<file path="config.mk">
export PLATFORM = sky130hd
export DESIGN_NAME = des_key_schedule_ctrl
export DESIGN_NICKNAME = d
export VERILOG_FILES = /design/src/rtl/des_key_schedule_ctrl.sv
export SDC_FILE = /design/constraint.sdc
export NUM_CORES = 1
export LEC_CHECK = 0
export BUFFER_PORTS_ARGS = -buffer_cell sky130_fd_sc_hd__buf_2
export CAP_MARGIN = 15
export CORE_MARGIN = 1
export CORE_UTILIZATION = 40
export DETAILED_ROUTE_END_ITERATION = 16
export PLACE_DENSITY_LB_ADDON = 0.2
export SLEW_MARGIN = 30
export SYNTH_ARGS = -nofsm -noshare
export SYNTH_HDL_FRONTEND = slang
export SYNTH_SLANG_ARGS = --single-unit
export TNS_END_PERCENT = 5
</file>
<file path="constraint.sdc">
create_clock -name clk -period 3.1 [get_ports clk]
set_clock_uncertainty 0.05 [all_clocks]
set_input_delay 0.155 -clock clk [delete_from_list [all_inputs] [get_ports clk]]
set_output_delay 0.155 -clock clk [all_outputs]
set_load 0.02 [all_outputs]
</file>
<file path="src/rtl/des_key_schedule_ctrl.sv">
// DES key schedule controller: walks the subkey generator through
// key IDs 1..16, caches the subkeys and serves them by round.
module des_key_schedule_ctrl #(
  parameter int NUM_ROUNDS  = 16,
  parameter int GEN_TIMEOUT = 64
) (
  input  logic        clk,
  input  logic        rst_n,
  input  logic        load,
  input  logic [1:64] key_in,
  output logic        busy,
  output logic        keys_valid,
  output logic        err,
  output logic        gen_start,
  output logic [5:0]  gen_keyid,
  output logic [1:64] gen_key,
  input  logic        gen_ready,
  input  logic [1:48] gen_subkey,
  input  logic [3:0]  rd_round,
  input  logic        rd_decrypt,
  output logic [1:48] rd_subkey
);

  typedef enum logic [1:0] {
    IDLE,
    REQ,
    WAIT,
    RELEASE
  } state_t;

  localparam int TW = $clog2(GEN_TIMEOUT + 1);
  localparam logic [TW-1:0] TLAST = TW'(GEN_TIMEOUT - 1);
  localparam logic [4:0] KLAST = 5'(NUM_ROUNDS);

  state_t state, state_nx;
  logic [4:0] k, k_nx;
  logic [TW-1:0] tcnt, tcnt_nx;
  logic busy_nx, kv_nx, err_nx, start_nx;
  logic [5:0] keyid_nx;
  logic [1:64] key_nx;
  logic wr_en;
  logic [3:0] wr_idx;
  logic [3:0] rd_idx;
  logic [1:48] slot [NUM_ROUNDS];

  assign wr_idx = 4'(k - 5'd1);
  assign rd_idx = rd_decrypt ? 4'd15 - rd_round : rd_round;

  // Control state and registered handshake outputs.
  always_ff @(posedge clk or negedge rst_n) begin
    if (!rst_n) begin
      state      <= IDLE;
      k          <= 5'd1;
      tcnt       <= '0;
      busy       <= 1'b0;
      keys_valid <= 1'b0;
      err        <= 1'b0;
      gen_start  <= 1'b0;
      gen_keyid  <= 6'd1;
      gen_key    <= '0;
    end else begin
      state      <= state_nx;
      k          <= k_nx;
      tcnt       <= tcnt_nx;
      busy       <= busy_nx;
      keys_valid <= kv_nx;
      err        <= err_nx;
      gen_start  <= start_nx;
      gen_keyid  <= keyid_nx;
      gen_key    <= key_nx;
    end
  end

  // Next-state: one start/ready handshake per subkey, with watchdog.
  always_comb begin
    state_nx = state;
    k_nx     = k;
    tcnt_nx  = tcnt;
    busy_nx  = busy;
    kv_nx    = keys_valid;
    err_nx   = err;
    start_nx = gen_start;
    keyid_nx = gen_keyid;
    key_nx   = gen_key;
    wr_en    = 1'b0;
    unique case (state)
      IDLE: begin
        if (load) begin
          key_nx   = key_in;
          k_nx     = 5'd1;
          kv_nx    = 1'b0;
          err_nx   = 1'b0;
          busy_nx  = 1'b1;
          state_nx = REQ;
        end
      end
      REQ: begin
        keyid_nx = {1'b0, k};
        start_nx = 1'b1;
        tcnt_nx  = '0;
        state_nx = WAIT;
      end
      WAIT: begin
        if (gen_ready) begin
          wr_en    = 1'b1;
          start_nx = 1'b0;
          tcnt_nx  = '0;
          state_nx = RELEASE;
        end else if (tcnt == TLAST) begin
          err_nx   = 1'b1;
          start_nx = 1'b0;
          busy_nx  = 1'b0;
          kv_nx    = 1'b0;
          state_nx = IDLE;
        end else begin
          tcnt_nx = tcnt + TW'(1);
        end
      end
      RELEASE: begin
        if (!gen_ready) begin
          if (k == KLAST) begin
            kv_nx    = 1'b1;
            busy_nx  = 1'b0;
            state_nx = IDLE;
          end else begin
            k_nx     = k + 5'd1;
            state_nx = REQ;
          end
        end else if (tcnt == TLAST) begin
          err_nx   = 1'b1;
          start_nx = 1'b0;
          busy_nx  = 1'b0;
          kv_nx    = 1'b0;
          state_nx = IDLE;
        end else begin
          tcnt_nx = tcnt + TW'(1);
        end
      end
      default: state_nx = IDLE;
    endcase
  end

  // Subkey cache, written once per completed handshake.
  always_ff @(posedge clk or negedge rst_n) begin
    if (!rst_n) begin
      for (int i = 0; i < NUM_ROUNDS; i++) slot[i] <= '0;
    end else if (wr_en) begin
      slot[wr_idx] <= gen_subkey;
    end
  end

  // Registered read port; zero until the cache is complete.
  always_ff @(posedge clk or negedge rst_n) begin
    if (!rst_n) rd_subkey <= '0;
    else rd_subkey <= keys_valid ? slot[rd_idx] : '0;
  end

endmodule

</file>
==> impl_summary.txt, run 1 <==
----------------------------------------------------
[Power]
  Total power after layout ... between 40 and 50 mW
  Leakage power total ... 24.9 nW
  Combinational fraction of design power ... 0.261
  Power per unit of standard cell area ... 794 nW/µm²
  Maximum vdd drop ... 0.731 mV
  Reg power frac ... 0.435
  Reported net switching power ... about 13 mW
  Net switching share of the total power ... 0.306
  Internal Power ... around 30 mW
  Share of power burned in the clock network ... 0.304

[Logic synthesis]
  Leading post-synthesis cells by cell area ... sky130_fd_sc_hd__dfrtp_1 49%, sky130_fd_sc_hd__mux2_2 19%, sky130_fd_sc_hd__mux2i_1 5.2%
  Sequential-to-total area share from yosys stat ... 0.493
  Number of instances in the synthesized netlist ... between 3000 and 4000
  Top-area cell type share of the netlist area ... 0.492
  Synth warn ... 0
  Mapped Avg Cell Area ... around 13 µm²
  Post-Syn Nets ... approximately 3800
  Cell variety after synth ... 60
  Leading cell type by number of instances after synthesis ... sky130_fd_sc_hd__dfrtp_1
  Cell type with the largest total area after synthesis ... sky130_fd_sc_hd__dfrtp_1
  Dominant synthesized flop cell ... sky130_fd_sc_hd__dfrtp_1
  Combined area of all synthesized cells ... 45800 µm²
  FFs w/ async S/R, synth ... 1.00
  Count of state elements after synthesis ... around 900
  Most frequent cells after synthesis ... 901 x sky130_fd_sc_hd__dfrtp_1, 785 x sky130_fd_sc_hd__mux2_2, 237 x sky130_fd_sc_hd__mux2i_1
  Number of flops mapped to enable cells by yosys ... 0

[Placement]
  HPWL reported at the end of detailed placement ... approximately 84000 µm
  Cell Count Post-Placement ... roughly 5200
  Port Buf Inserts ... about 240
  Total cell area at the placement stage ... a little under 50000 µm²
  Gp weighted congestion ... between 0.8 and 0.9

[STA]
  Final sum of negative setup slack ... 0 ns
  Max transition margin ... 0.492
  Fin. max-slew vios ... 0
  Worst-margin pin slew ... between 0.7 and 0.8 ns
  Final setup vio count ... 0
  Hold slack ... approximately 0.12 ns
  Share of the clock period used by the worst path after layout ... 0.895
  Shortest clock period the worst path allows after layout ... between 2 and 3 ns
  Hold violation count in the final report ... 0
  RSZ-0062 raised after global routing ... false
  Maximum clock rate ... approximately 0.36 GHz

[Finish]
  Final Cell Area ... between 50000 and 60000 µm²
  Fraction of layout instances using a drive strength above 1 ... 0.377
  Layout Cells excl Fill ... around 5500
  Filler cell count in the final layout ... about 10000
  Synthesis-to-finish area growth ... 18.2%
  Number of nets in the layout ... about 4000

[Floorplanning]
  Cell row count ... between 100 and 150
  Vert. Die Dim ... 340 µm
  Die area ... ~120000 µm²
  Placeable core area ... between 100000 and 150000 µm²
  Initial cell density of the core ... 0.406
  Top-Level Pins ... roughly 240
  Floorplan die width ... 340 µm

[Critical path]
  Critical path launch point type ... register
  Startpoint of the most critical setup path ... k[1]$_DFFE_PN0P_
  Maximum net fanout on the critical path ... 22
  Critical setup path kind ... register to register
  Element type at the critical path end ... register
  Worst endpoint required time ... 3.62 ns
  Arrival @ worst endpoint ... ~3.3 ns
  Startpoint of the most critical register-to-register path ... k[1]$_DFFE_PN0P_

[Run]
  Maximum capacitance violations ... 0

[Worst hold path]
  Min-Delay Path Class ... input port to register
  Startpoint of the worst hold path ... rd_round[3]

[Global route]
  Global router's overall resource usage ... 0.243
  Number of antenna violations at the first check in global routing ... 7
  Via count of the first global-routing pass ... around 33000
  Overall overflow remaining after global route ... 0
  Largest net degree at the start of global routing ... 90
  Wire length of the first global-routing pass ... roughly 220000 µm

[Clocking]
  Maximum clock path buffer count ... 3
  CTS tree ... built
  Quantity of gates resized following cts ... 0
  Worst-skew pair later-pin latency ... 0.70 ns
  Root Driver ... sky130_fd_sc_hd__clkbuf_16
  Cts bufs inserted ... 100
  Register clock-pin slew on the reported worst setup and hold paths ... approximately 0.070 ns
  CTS sink count ... 903
  H-Tree Depth ... 3

[Run status]
  Outcome ... completed

[Route]
  Wire length reported by the detailed router ... approximately 140000 µm
  First-pass iteration count of the detailed router ... 5
  Routed Antenna Nets ... 0
  Count of unresolved DRC violations after routing ... 0
  Number of DRC markers after the initial detailed-route iteration ... roughly 2000
  Vias per cell ... around 6
  Routed len/inst ... between 20 and 30 µm
  Via total after detailed routing ... 32400

----------------------------------------------------
==> layout by cell type (no fill, tap or decap), types with 94 or more instances in the layout <==
master,instances
sky130_fd_sc_hd__mux4_2,95
sky130_fd_sc_hd__dfrtp_1,900
sky130_fd_sc_hd__mux2_2,785
sky130_fd_sc_hd__o21ai_0,94
sky130_fd_sc_hd__nand2_1,224
sky130_fd_sc_hd__dlygate4sd3_1,118
sky130_fd_sc_hd__mux2i_1,237
sky130_fd_sc_hd__buf_4,103
sky130_fd_sc_hd__mux2_1,124
sky130_fd_sc_hd__clkbuf_16,100
sky130_fd_sc_hd__o211ai_1,94
sky130_fd_sc_hd__buf_2,239
sky130_fd_sc_hd__a21oi_1,151
sky130_fd_sc_hd__o22ai_1,144
==> worst max-delay path, stage by stage (launching register included) <==
cell and delay, ns:
sky130_fd_sc_hd__dfrtp_1 0.44, sky130_fd_sc_hd__inv_1 0.17, sky130_fd_sc_hd__ha_1 0.26, sky130_fd_sc_hd__nor2b_1 0.27, sky130_fd_sc_hd__a22oi_2 0.23, sky130_fd_sc_hd__nor2_4 0.51, sky130_fd_sc_hd__buf_12 0.31, sky130_fd_sc_hd__mux2_2 0.36
==> registers in the layout (all words and copies together), names as in the netlist <==
| register | flops |
|---|---|
| gen_start | 1 |
| k | 5 |
| tcnt | 7 |
| slot | 768 |
| gen_key | 64 |
| state | 2 |
| rd_subkey | 48 |
| keys_valid | 1 |
| gen_keyid | 5 |
| busy | 1 |
| err | 1 |
==> power by group through the flow <==
stage | sequential [mW] | clock (mW) | combinational, mW
after detailed placement | 18.8 | 0 | 11.1
after floorplan | 18.5 | 0 | 7.94
after global routing | 19.3 | 13.8 | 12.2
after global placement | 18.7 | 0 | 10.9
final | 18.7 | 13.1 | 11.2
after CTS | 18.6 | 13.3 | 11.3
==> per-layer routing <==
metal,GRT usage,part of all wire,up-vias
li1,-,-,14200
met1,0.331,0.44,17000
met2,0.401,0.48,893
met3,0.0341,0.046,258
met4,0.0727,0.028,4
met5,0,0.00019,-
==> worst paths after layout <==
| check | endpoint | slack (ns) | depth (start not counted) |
|---|---|---|---|
| setup / recovery | slot[510]$_DFFE_PN0P_ | 0.33 | 7 |
| hold / removal | rd_subkey[33]$_DFF_PN0_ | 0.12 | 3 |
| setup reg to reg | slot[510]$_DFFE_PN0P_ | 0.33 | 7 |
| hold reg to reg | gen_key[24]$_DFFE_PN0P_ | 0.42 | 2 |
| max in group asynchronous | slot[209]$_DFFE_PN0P_ | 1.50 | 5 |
| min in group asynchronous | slot[428]$_DFFE_PN0P_ | 0.52 | 3 |
==> what timing repair did <==
item,in CTS,in global routing
hold endpoints to repair,1334,0
buffers inserted,0,0
hold buffers,119,0
==> per-stage QoR <==
step | worst slack [ns] | utilization
floorplan | 0.851 | -
global placement | 0.424 | 0.436
detailed placement | 0.343 | 0.436
CTS | 0.298 | 0.479
global route | 0.176 | 0.479
finish | 0.325 | 0.479
==> kinds of logic (layout without fill, tap and decap cells) <==
group	count (synthesis)	in the layout	synth area share
xor+xnor	9	9	0.00172
fa+ha+maj	8	8	0.00213
mux	1241	1241	0.322
simple gates	356	356	0.0344
compound gates	756	756	0.108
other cells	1	6	0.0000819
flops	903	903	0.493
buf+inv	361	714	0.0387
==> cell type report <==
| class | instances | area [µm²] | area share |
|---|---|---|---|
| Sequential cell | 903 | 22600 | 0.417 |
| Multi-Input combinational cell | 2371 | 21600 | 0.400 |
| Timing Repair Buffer | 519 | 4320 | 0.0797 |
| Clock buffer | 133 | 2850 | 0.0526 |
| Tap cell | 1500 | 1880 | 0.0347 |
| Clock inverter | 54 | 806 | 0.0149 |
| Inverter | 8 | 32.5 | 0.000601 |
| Antenna cell | 5 | 12.5 | 0.000231 |
Power figures use the tool's default switching activity.
==> run 2: changes to the inputs <==
PLACE_DENSITY_LB_ADDON = unset   (was 0.2)
SLEW_MARGIN = unset   (was 30)
==> impl_summary.txt, run 2 (same netlist as run 1, synthesis figures left out) <==
----------------------------------------------------
[Worst hold path]
  Number of cells on the worst hold path ... 5 (+2)
  Worst Hold Path EP ... rd_subkey[42]$_DFF_PN0_
  Min-Delay Path Class ... input port to register
  Startpoint of the worst hold path ... rd_decrypt

[STA]
  Worst-margin pin slew ... 0.726 ns (-0.0357 ns)
  Maximum clock rate ... 0.364 GHz (+0.95%)
  Shortest clock period the worst path allows after layout ... 2.75 ns (-0.0262 ns)
  Final sum of negative setup slack ... 0 ns (unchanged)
  RSZ-0062 raised after global routing ... false
  Fin. max-slew vios ... 0 (unchanged)
  Final setup vio count ... 0 (unchanged)
  Max transition margin ... 0.515 (+0.0230)
  Hold violation count in the final report ... 0 (unchanged)
  Share of the clock period used by the worst path after layout ... 0.887 (-0.00845)

[Finish]
  Top reg by flops ... slot
  Most common cell after layout, fill and taps aside ... sky130_fd_sc_hd__dfrtp_1
  Max FFs per register ... 768 (unchanged)
  Highest-count cells in the layout ignoring fill and taps ... 900 x sky130_fd_sc_hd__dfrtp_1, 785 x sky130_fd_sc_hd__mux2_2, 238 x sky130_fd_sc_hd__buf_2, 237 x sky130_fd_sc_hd__mux2i_1, 224 x sky130_fd_sc_hd__nand2_1
  Filler cell count in the final layout ... 10100 (-0.80%)
  Area of all sequential standard cells ... 22600 µm² (about the same)
  Synthesis-to-finish area growth ... 16.7%
  Fraction of layout instances using a drive strength above 1 ... 0.367 (-0.00962)
  Number of nets in the layout ... 3992 (-0.97%)
  Post-route core utilization ... 0.473 (-0.00587)
  Top Registers ... slot (768), gen_key (64), rd_subkey (48)
  Area of the multi-input gates ... 21600 µm² (about the same)
  Final Cell Area ... 53500 µm² (-1.2%)

[Clocking]
  Maximum clock path buffer count ... 3 (unchanged)
  Register clock-pin slew on the reported worst setup and hold paths ... 0.06 ns (about the same)
  CTS sink count ... 903 (unchanged)
  Number of hold buffers added after CTS ... 119 (unchanged)
  CTS tree ... built
  Worst-skew pair later-pin latency ... 0.68 ns (-0.02 ns)
  H-Tree Depth ... 3 (unchanged)
  Quantity of gates resized following cts ... 0 (unchanged)
  Setup Fix Bufs, Post-CTS ... 0 (unchanged)
  Cts bufs inserted ... 98 (-2.0%)
  Root Driver ... sky130_fd_sc_hd__clkbuf_16

[Global route]
  Via count of the first global-routing pass ... 33700 (+0.79%)
  Overall overflow remaining after global route ... 0 (unchanged)
  Global router's overall resource usage ... 0.233 (-0.00968)
  Largest net degree at the start of global routing ... 109 (+21%)
  Number of antenna violations at the first check in global routing ... 5 (-2)
  Wire length of the first global-routing pass ... 210000 µm (-2.8%)

[Floorplanning]
  Floorplan die width ... 340 µm (unchanged)
  Vert. Die Dim ... 340 µm (unchanged)
  Top-Level Pins ... 243 (unchanged)
  Cell row count ... 123 (unchanged)
  Placeable core area ... 113000 µm² (unchanged)
  Die area ... 116000 µm² (unchanged)
  Initial cell density of the core ... 0.406 (unchanged)

[Placement]
  Port Buf Inserts ... 241 (unchanged)
  Total cell area at the placement stage ... 49000 µm² (-0.64%)
  Gp weighted congestion ... 0.797 (-2.3%)
  HPWL reported at the end of detailed placement ... 78800 µm (-6.2%)

[Route]
  Number of DRC markers after the initial detailed-route iteration ... 2315 (+18%)
  Via total after detailed routing ... 32400 (+0.043%)
  Routed Antenna Nets ... 0 (unchanged)
  Vias per cell ... 5.95 (+0.94%)
  Count of unresolved DRC violations after routing ... 0 (unchanged)
  Wire length reported by the detailed router ... 136000 µm (-3.5%)
  Routed len/inst ... 24.9 µm (-2.7%)
  First-pass iteration count of the detailed router ... 5 (unchanged)

[Power]
  Leakage power total ... 24.5 nW (-1.5%)
  Power per unit of standard cell area ... 781 nW/µm² (-1.6%)
  Maximum vdd drop ... 0.564 mV (-23%)

[Run]
  Maximum capacitance violations ... 0 (unchanged)

[Critical path]
  R2R cell count ... 7 (unchanged)
  Worst endpoint required time ... 3.59 ns (-0.03 ns)
  Critical path launch point type ... register
  Register-to-register path setup slack ... 0.35 ns (+0.03 ns)
  Critical setup path kind ... register to register
  Startpoint of the most critical register-to-register path ... k[1]$_DFFE_PN0P_
  RR Endpoint ... slot[419]$_DFFE_PN0P_
  Arrival @ worst endpoint ... 3.24 ns (-0.05 ns)
  Element type at the critical path end ... register
  Maximum net fanout on the critical path ... 38 (+73%)

[Run status]
  Outcome ... completed

----------------------------------------------------
run 2: cell count changes in the layout (fill, tap and decap cells not counted), sizes merged:
cell,change
clkinv,-11
buf,-37
clkinvlp,-1
bufinv,-10
diode,-1
inv,+1
clkbuf,+10
run 2: through the flow:
step / hold WS (ns) / total power [mW] / worst slack (ns) / cells
detailed placement: 0.0818 / 29.8 / 0.400 / 5145
CTS: 0.0938 / 42.0 / 0.376 / 5440
floorplan: -0.191 / 26.4 / 0.851 / 3635
global route: 0.135 / 44.1 / 0.234 / 5441
global placement: 0.0947 / 29.4 / 0.466 / 5145
finish: 0.134 / 41.8 / 0.352 / 5444
run 2: metal layers:
layer	routed length (µm)	vias up	GRT usage	part of all wire
li1	-	14100	-	-
met1	59300	17000	0.318	0.44
met2	65000	1006	0.381	0.48
met3	7000	263	0.0306	0.052
met4	4270	0	0.0803	0.031
met5	0	-	0	0
run 2: how the worst max path moves through the flow:
| stage | slack [ns] | to | cells after the start | from |
|---|---|---|---|---|
| 6_report | 0.35 | slot[419]$_DFFE_PN0P_ | 7 | k[1]$_DFFE_PN0P_ |
| 5_1_grt | 0.23 | slot[419]$_DFFE_PN0P_ | 7 | k[1]$_DFFE_PN0P_ |
| 4_1_cts | 0.38 | slot[419]$_DFFE_PN0P_ | 7 | k[1]$_DFFE_PN0P_ |
| 3_5_place_dp | 0.40 | slot[419]$_DFFE_PN0P_ | 7 | k[1]$_DFFE_PN0P_ |
| 3_3_place_gp | 0.47 | slot[417]$_DFFE_PN0P_ | 7 | k[0]$_DFFE_PN1P_ |
| 2_1_floorplan | 0.85 | slot[615]$_DFFE_PN0P_ | 8 | k[0]$_DFFE_PN1P_ |
run 2: worst max-delay path, stage by stage (launching register included):
cell	delay, ns
sky130_fd_sc_hd__dfrtp_1	0.44
sky130_fd_sc_hd__inv_1	0.18
sky130_fd_sc_hd__ha_1	0.27
sky130_fd_sc_hd__nor2b_1	0.26
sky130_fd_sc_hd__a22oi_2	0.22
sky130_fd_sc_hd__nor2_4	0.42
sky130_fd_sc_hd__buf_12	0.36
sky130_fd_sc_hd__mux2_2	0.38
run 2: final cells by class:
cell class	instances	share of cell area
Multi-Input combinational cell	2371	0.405
Inverter	8	0.000608
Antenna cell	4	0.000187
Clock buffer	143	0.0547
Timing Repair Buffer	482	0.0753
Sequential cell	903	0.423
Clock inverter	33	0.00683
Tap cell	1500	0.0351
run 2: power by group:
group	internal, mW	switching, mW	total [mW]
Combinational	6.14	4.93	11.1
Clock	7.04	4.96	12.0
Sequential	15.8	2.91	18.7
